[src/rtl/bus_master_arbiter_pkg.sv]
// Shared types for the CPU-side bus master arbiter and the bus CDC block.
package bus_master_arbiter_pkg;

    localparam int address_width = 32;
    localparam int data_width    = 32;

    typedef enum logic [2:0] {
        IDLE,
        ISSUE,
        WAIT_BUSY,
        WAIT_DONE,
        CAPTURE,
        ABORT,
        PARK
    } arb_state_t;

    typedef struct packed {
        logic                     we;
        logic [3:0]               we_ram;
        logic [address_width-1:0] address;
        logic [data_width-1:0]    data;
    } bus_req_t;

endpackage

[src/rtl/bus_master_arbiter_if.sv]
// Requester-side and bus-side signals of the arbiter, bundled for port hookup.
// Handshake: a master raises req_i with stable we/addr/wdata and holds it until
// done_o for that master pulses; err_o and rdata_o are meaningful in that cycle.
interface bus_master_arbiter_if
    import bus_master_arbiter_pkg::*;
#(
    parameter int NumMasters = 2,
    parameter int AddrWidth  = address_width,
    parameter int DataWidth  = data_width
);
    logic [NumMasters-1:0]                req_i;
    logic [NumMasters-1:0]                we_i;
    logic [NumMasters-1:0][3:0]           we_ram_i;
    logic [NumMasters-1:0][AddrWidth-1:0] addr_i;
    logic [NumMasters-1:0][DataWidth-1:0] wdata_i;
    logic [NumMasters-1:0]                gnt_o;
    logic [NumMasters-1:0]                done_o;
    logic                                 err_o;
    logic [DataWidth-1:0]                 rdata_o;
    logic                                 bus_we_o;
    logic [3:0]                           bus_we_ram_o;
    logic [AddrWidth-1:0]                 bus_address_o;
    logic [DataWidth-1:0]                 bus_data_o;
    logic [DataWidth-1:0]                 bus_data_i;
    logic                                 bus_busy_i;

    modport master (
        input  req_i, we_i, we_ram_i, addr_i, wdata_i, bus_data_i, bus_busy_i,
        output gnt_o, done_o, err_o, rdata_o,
               bus_we_o, bus_we_ram_o, bus_address_o, bus_data_o
    );

    modport slave (
        output req_i, we_i, we_ram_i, addr_i, wdata_i, bus_data_i, bus_busy_i,
        input  gnt_o, done_o, err_o, rdata_o,
               bus_we_o, bus_we_ram_o, bus_address_o, bus_data_o
    );
endinterface

[src/rtl/bus_master_arbiter_rr_arbiter.sv]
// Combinational round-robin pick: first requester at or after ptr, wrapping.
module bus_master_arbiter_rr_arbiter #(
    parameter  int NumMasters = 2,
    localparam int PtrWidth   = (NumMasters > 1) ? $clog2(NumMasters) : 1
) (
    input  logic [NumMasters-1:0] req,
    input  logic [PtrWidth-1:0]   ptr,
    output logic [NumMasters-1:0] gnt,
    output logic [PtrWidth-1:0]   gnt_idx,
    output logic                  found
);
    logic [PtrWidth-1:0] idx;

    always_comb begin
        gnt     = '0;
        gnt_idx = '0;
        found   = 1'b0;
        idx     = '0;
        for (int i = 0; i < NumMasters; i++) begin
            idx = PtrWidth'((int'(ptr) + i) % NumMasters);
            if (!found && req[idx]) begin
                found        = 1'b1;
                gnt[idx]     = 1'b1;
                gnt_idx      = idx;
            end
        end
    end
endmodule

[src/rtl/bus_master_arbiter.sv]
// Shares the CPU-side bus master port between NumMasters requesters, sequencing
// each access through issue, CDC busy wait, capture and a parking cycle.
module bus_master_arbiter
    import bus_master_arbiter_pkg::*;
#(
    parameter int                   NumMasters     = 2,
    parameter int                   AddrWidth      = address_width,
    parameter int                   DataWidth      = data_width,
    parameter logic [AddrWidth-1:0] IdleAddress    = '1,
    parameter int                   BusyWaitCycles = 2,
    parameter int                   TimeoutCycles  = 1024
) (
    input  logic                 clk_i,
    input  logic                 reset_n_i,
    bus_master_arbiter_if.master arb,
    output arb_state_t           state_o
);
    localparam int CntWidth = $clog2(TimeoutCycles) + 1;
    localparam int PtrWidth = (NumMasters > 1) ? $clog2(NumMasters) : 1;
    localparam bus_req_t BusIdle = '{we: 1'b0, we_ram: 4'h0, address: IdleAddress, data: '0};

    // The bus request struct is shared with the CDC, so widths are tied to the package.
    if (AddrWidth != address_width || DataWidth != data_width) begin : g_width_check
        $error("bus_master_arbiter: AddrWidth/DataWidth must match the package widths");
    end

    arb_state_t            state;
    logic [CntWidth-1:0]   cnt;
    logic [PtrWidth-1:0]   rr_ptr;
    logic [PtrWidth-1:0]   g_idx;
    logic [NumMasters-1:0] gnt;
    logic [NumMasters-1:0] done;
    logic                  err;
    logic [DataWidth-1:0]  rdata;
    bus_req_t              bus;

    logic [NumMasters-1:0] pick_gnt;
    logic [PtrWidth-1:0]   pick_idx;
    logic                  pick_found;

    bus_master_arbiter_rr_arbiter #(.NumMasters(NumMasters)) u_rr (
        .req     (arb.req_i),
        .ptr     (rr_ptr),
        .gnt     (pick_gnt),
        .gnt_idx (pick_idx),
        .found   (pick_found)
    );

    always_ff @(posedge clk_i or negedge reset_n_i) begin
        if (!reset_n_i) begin
            state  <= IDLE;
            cnt    <= '0;
            rr_ptr <= '0;
            g_idx  <= '0;
            gnt    <= '0;
            done   <= '0;
            err    <= 1'b0;
            rdata  <= '0;
            bus    <= BusIdle;
        end else begin
            case (state)
                IDLE: begin
                    if (pick_found) begin
                        gnt         <= pick_gnt;
                        g_idx       <= pick_idx;
                        bus.we      <= arb.we_i[pick_idx];
                        bus.we_ram  <= arb.we_ram_i[pick_idx];
                        bus.address <= arb.addr_i[pick_idx];
                        bus.data    <= arb.wdata_i[pick_idx];
                        state       <= ISSUE;
                    end
                end
                ISSUE: begin
                    cnt   <= '0;
                    state <= WAIT_BUSY;
                end
                // No busy within the window means the target lives in this clock domain.
                WAIT_BUSY: begin
                    if (arb.bus_busy_i) begin
                        cnt   <= '0;
                        state <= WAIT_DONE;
                    end else if (cnt == CntWidth'(BusyWaitCycles - 1)) begin
                        state <= CAPTURE;
                    end else begin
                        cnt <= cnt + 1'b1;
                    end
                end
                WAIT_DONE: begin
                    if (!arb.bus_busy_i) begin
                        state <= CAPTURE;
                    end else if (cnt == CntWidth'(TimeoutCycles - 1)) begin
                        state <= ABORT;
                    end else begin
                        cnt <= cnt + 1'b1;
                    end
                end
                CAPTURE: begin
                    rdata <= arb.bus_data_i;
                    done  <= gnt;
                    err   <= 1'b0;
                    bus   <= BusIdle;
                    state <= PARK;
                end
                ABORT: begin
                    rdata <= '0;
                    done  <= gnt;
                    err   <= 1'b1;
                    bus   <= BusIdle;
                    state <= PARK;
                end
                // Parking guarantees an idle-address cycle so repeated addresses look new downstream.
                PARK: begin
                    done   <= '0;
                    err    <= 1'b0;
                    gnt    <= '0;
                    rr_ptr <= (g_idx == PtrWidth'(NumMasters - 1)) ? '0 : g_idx + 1'b1;
                    state  <= IDLE;
                end
                default: state <= IDLE;
            endcase
        end
    end

    assign arb.gnt_o         = gnt;
    assign arb.done_o        = done;
    assign arb.err_o         = err;
    assign arb.rdata_o       = rdata;
    assign arb.bus_we_o      = bus.we;
    assign arb.bus_we_ram_o  = bus.we_ram;
    assign arb.bus_address_o = bus.address;
    assign arb.bus_data_o    = bus.data;
    assign state_o           = state;
endmodule

[src/flat_wrapper.sv]
// flat-port wrapper written by rule: the top's interface ports become plain ports
module bus_master_arbiter_flat import bus_master_arbiter_pkg::*;
#(
    parameter int                   NumMasters     = 2,
    parameter int                   AddrWidth      = address_width,
    parameter int                   DataWidth      = data_width,
    parameter logic [AddrWidth-1:0] IdleAddress    = '1,
    parameter int                   BusyWaitCycles = 2,
    parameter int                   TimeoutCycles  = 1024
)
  (clk_i, reset_n_i, state_o, arb_req_i, arb_we_i, arb_we_ram_i, arb_addr_i, arb_wdata_i, arb_bus_data_i, arb_bus_busy_i, arb_gnt_o, arb_done_o, arb_err_o, arb_rdata_o, arb_bus_we_o, arb_bus_we_ram_o, arb_bus_address_o, arb_bus_data_o);
  bus_master_arbiter_if #(.NumMasters(NumMasters), .AddrWidth(AddrWidth), .DataWidth(DataWidth)) arb_i ();
  input  logic clk_i;
  input  logic reset_n_i;
  output arb_state_t state_o;
  input wire logic [$bits(arb_i.req_i)-1:0] arb_req_i;
  input wire logic [$bits(arb_i.we_i)-1:0] arb_we_i;
  input wire logic [$bits(arb_i.we_ram_i)-1:0] arb_we_ram_i;
  input wire logic [$bits(arb_i.addr_i)-1:0] arb_addr_i;
  input wire logic [$bits(arb_i.wdata_i)-1:0] arb_wdata_i;
  input wire logic [$bits(arb_i.bus_data_i)-1:0] arb_bus_data_i;
  input wire logic [$bits(arb_i.bus_busy_i)-1:0] arb_bus_busy_i;
  output wire logic [$bits(arb_i.gnt_o)-1:0] arb_gnt_o;
  output wire logic [$bits(arb_i.done_o)-1:0] arb_done_o;
  output wire logic [$bits(arb_i.err_o)-1:0] arb_err_o;
  output wire logic [$bits(arb_i.rdata_o)-1:0] arb_rdata_o;
  output wire logic [$bits(arb_i.bus_we_o)-1:0] arb_bus_we_o;
  output wire logic [$bits(arb_i.bus_we_ram_o)-1:0] arb_bus_we_ram_o;
  output wire logic [$bits(arb_i.bus_address_o)-1:0] arb_bus_address_o;
  output wire logic [$bits(arb_i.bus_data_o)-1:0] arb_bus_data_o;
  assign arb_i.req_i = arb_req_i;
  assign arb_i.we_i = arb_we_i;
  assign arb_i.we_ram_i = arb_we_ram_i;
  assign arb_i.addr_i = arb_addr_i;
  assign arb_i.wdata_i = arb_wdata_i;
  assign arb_i.bus_data_i = arb_bus_data_i;
  assign arb_i.bus_busy_i = arb_bus_busy_i;
  assign arb_gnt_o = arb_i.gnt_o;
  assign arb_done_o = arb_i.done_o;
  assign arb_err_o = arb_i.err_o;
  assign arb_rdata_o = arb_i.rdata_o;
  assign arb_bus_we_o = arb_i.bus_we_o;
  assign arb_bus_we_ram_o = arb_i.bus_we_ram_o;
  assign arb_bus_address_o = arb_i.bus_address_o;
  assign arb_bus_data_o = arb_i.bus_data_o;
  bus_master_arbiter #(.NumMasters(NumMasters), .AddrWidth(AddrWidth), .DataWidth(DataWidth), .IdleAddress(IdleAddress), .BusyWaitCycles(BusyWaitCycles), .TimeoutCycles(TimeoutCycles)) u_core (.clk_i(clk_i), .reset_n_i(reset_n_i), .arb(arb_i), .state_o(state_o));
endmodule
[config.mk]
export PLATFORM = sky130hd
export DESIGN_NAME = bus_master_arbiter_flat
export DESIGN_NICKNAME = d
export VERILOG_FILES = /design/src/rtl/bus_master_arbiter_pkg.sv /design/src/rtl/bus_master_arbiter_if.sv /design/src/rtl/bus_master_arbiter_rr_arbiter.sv /design/src/rtl/bus_master_arbiter.sv /design/src/flat_wrapper.sv
export SDC_FILE = /design/constraint.sdc
export NUM_CORES = 1
export LEC_CHECK = 0
export BUFFER_PORTS_ARGS = -buffer_cell sky130_fd_sc_hd__buf_4
export CORE_MARGIN = 1
export CORE_UTILIZATION = 50
export DETAILED_ROUTE_END_ITERATION = 10
export GPL_TIMING_DRIVEN = 1
export PLACE_DENSITY = 0.83
export SLEW_MARGIN = 20
export SYNTH_ARGS = -nofsm -noshare
export SYNTH_HDL_FRONTEND = slang
export SYNTH_SLANG_ARGS = --single-unit
[constraint.sdc]
create_clock -name clk_i -period 3.9 [get_ports clk_i]
set_clock_uncertainty 0.05 [all_clocks]
set_input_delay 0.195 -clock clk_i [delete_from_list [all_inputs] [get_ports clk_i]]
set_output_delay 0.195 -clock clk_i [all_outputs]
set_load 0.1 [all_outputs]
==> flow_metrics.py <==
metrics = {
    "yosys": {
        "seq_area_frac_synth": 0.523,
        "ys_ff_latch": 122,
        "synth_top_area_cell": "dfrtp_1",
        "ys.warnings.count": 0,
        "synth_cells": 586,
        "synth_edf_count": 0,
        "synth_nets": 763,
        "syn-cell-area_sq_um": 5910,
        "synth_mux_area_frac": 0.121,
        "ys_async_sr_fraction": 1.00,
        "synth_fa_ha_area_frac": 0.00423,
        "ys.flop_type": "dfrtp_1",
        "synthTopCellsByArea": "dfrtp_1 38%, dfstp_2 14%, mux2i_1 12%",
        "synth_compound_area_frac": 0.163,
        "synth-xor-area-share": 0.00148,
        "synth_simple_gate_area_frac": 0.147,
        "yosysTopAreaCellShare": 0.381,
        "synth_top_family_by_area": "compound AO/OA/AOI/OAI gates",
        "yosysUniqueCellTypes": 53,
        "avgSynthCellArea_sq_um": 10.1,
    },
    "worst_setup_path": {
        "rr_startpoint": "u_core.state_o[1]",
        "endpoint_kind": "flip-flop",
        "startpoint_type": "flip-flop",
        "arrival_ns": 2.50,
        "critPathKind": "flip-flop to flip-flop",
        "cp.required_ns": 4.10,
        "r2r_slack_ns": 1.60,
        "reg2reg_depth": 3,
        "r2r_end": "u_core.arb.rdata_o[28]",
        "worst-path-max-fanout": 56,
    },
    "routing": {
        "vias": 5595,
        "routed_via_density": 5.46,
        "drc": 0,
        "drtAntennaViolNets": 0,
        "dr.pass1.iters": 5,
        "wire_per_inst_microns": 16.7,
        "drt_wl_total_microns": 17100,
        "drtIter0Drc": 335,
    },
    "layout": {
        "drive_gt1_frac": 0.422,
        "final_common_cell": "buf_4",
        "nets": 1046,
        "final_area_sq_um": 8890,
        "final_cell_mix": "291 x buf_4, 107 x nand2_1, 90 x dfrtp_1",
        "final_core_util": 0.776,
        "diodes": 0,
        "synthToLayoutAreaGrowth_pct": 50.4,
    },
    "cts": {
        "hold_buffers": 20,
        "path_clk_slew_ns": 0.06,
        "cts_tree": "yes",
        "cts-root-buf": "clkbuf_16",
        "cts_buffer_depth": 2,
        "postCtsSetupRepairBufs": 0,
        "cts.sinks": 122,
        "clock_latency_ns": 0.41,
        "cts-resized-gates": 0,
        "tritoncts.num_buffers": 17,
        "htreeDepth": 4,
    },
    "timing": {
        "fin_crit_ns": 2.30,
        "slew_headroom": 0.330,
        "fmax_mhz": 435,
        "setup_tns_ns": 0,
        "hold_viol_final": 0,
        "drv_slew": 0,
        "rsz0062_at_grt": "no",
        "tightest_slew_ns": 1.00,
        "setup_viol": 0,
        "post-route-period-util": 0.589,
    },
    "floorplanning": {
        "floorplan.die_area_sq_um": 12300,
        "die-height_microns": 111,
        "io_pins": 284,
        "coreArea_sq_um": 11500,
        "initial_utilization": 0.516,
        "die_w_microns": 111,
        "row_count": 39,
    },
    "place": {
        "place_area_sq_um": 8110,
        "io_buffers": 283,
        "gp_congestion": 0.874,
        "dpl.hpwl_microns": 12000,
    },
    "global_route": {
        "antenna_found_initial": 0,
        "grt_overflow": 0,
        "grt_pass1_wl_microns": 27700,
        "grt_pass1_vias": 5673,
        "grt_max_degree": 75,
        "grt_usage": 0.285,
    },
    "status": {
        "status": "finished, final reports clean",
    },
    "worst_hold_path": {
        "min_to": "u_core.arb.rdata_o[12]",
        "hold_depth": 3,
        "hp-class": "input pin to flip-flop",
        "min_from": "arb_bus_data_i[12]",
    },
    "run": {
        "cap_violations": 0,
    },
}
-- cell usage after synthesis, types with 2 or more instances --
cell type and count:
a21oi_1 4, nor2b_1 2, buf_1 10, or4_4 2, nand2b_1 3, a211oi_1 37, clkbuf_1 26, o211ai_1 32
buf_6 2, buf_2 9, and4_1 3, ha_1 2, and2_1 2, nor2_1 46, a22o_1 2, dfstp_2 32
o21ai_0 42, o21ba_2 2, nor3_1 3, o221ai_1 3, dfrtp_1 90, o21ai_1 2, nand2_1 107, nand3_1 6
mux2i_1 70, nand4_1 6, inv_1 10, a31oi_1 6
-- cell families (layout without fill, tap and decap cells) --
logic type,count (synthesis),after routing
compound gates,141,141
flops,122,122
mux,71,71
simple gates,192,192
xor+xnor,1,1
buf+inv,57,353
fa+ha+maj,2,2
-- through the flow --
stage,hold slack (ns),std cells,setup slack [ns]
floorplan,-0.151,586,1.51
detailed placement,0.245,973,1.61
global route,0.00516,1025,1.40
finish,0.00894,1025,1.60
global placement,0.231,973,1.76
CTS,0.00138,1025,1.61
-- critical path, cell delays in order, from the launching register on --
cell	delay [ns]
dfrtp_1	0.67
nand2b_2	0.64
buf_4	0.56
o21ai_0	0.21
-- worst max path at each step --
stage	startpoint	to	slack (ns)	depth (start not counted)
3_5_place_dp	u_core.state_o[1]	u_core.arb.rdata_o[11]	1.61	3
6_report	u_core.state_o[1]	u_core.arb.rdata_o[28]	1.60	3
2_1_floorplan	u_core.state_o[1]	u_core.cnt[1]	1.51	5
3_3_place_gp	u_core.state_o[1]	u_core.arb.rdata_o[10]	1.76	3
4_1_cts	u_core.state_o[1]	u_core.arb.rdata_o[27]	1.61	3
5_1_grt	u_core.state_o[1]	u_core.arb.rdata_o[4]	1.40	3
-- layer usage --
metal | up-vias | track usage | share of wire
li1 | 2656 | - | -
met1 | 2615 | 0.328 | 0.38
met2 | 275 | 0.484 | 0.51
met3 | 49 | 0.0765 | 0.069
met4 | 0 | 0.154 | 0.034
met5 | - | 0 | 0
-- flip-flops by register name (all words and copies together) (netlist names) --
| name | cells |
|---|---|
| u_core.arb.done_o | 2 |
| u_core.g_idx | 1 |
| u_core.arb.rdata_o | 32 |
| u_core.state_o | 3 |
| u_core.arb.err_o | 1 |
| u_core.arb.bus_address_o | 32 |
| u_core.cnt | 11 |
| u_core.arb.gnt_o | 2 |
| u_core.arb.bus_we_o | 1 |
| u_core.rr_ptr | 1 |
| u_core.arb.bus_we_ram_o | 4 |
| u_core.arb.bus_data_o | 32 |
-- cell type report --
cell class | count | area (sq um)
flip-flops and latches | 122 | 3090
multi-input cells | 407 | 2610
fillers | 762 | 2570
repair buffers | 311 | 2380
clock buffers | 18 | 439
well taps | 143 | 179
clock inverters | 14 | 148
inverters | 10 | 37.5
Power is not shown: default switching activity piles up to over one toggle a cycle in this logic, so the estimate is an artifact.
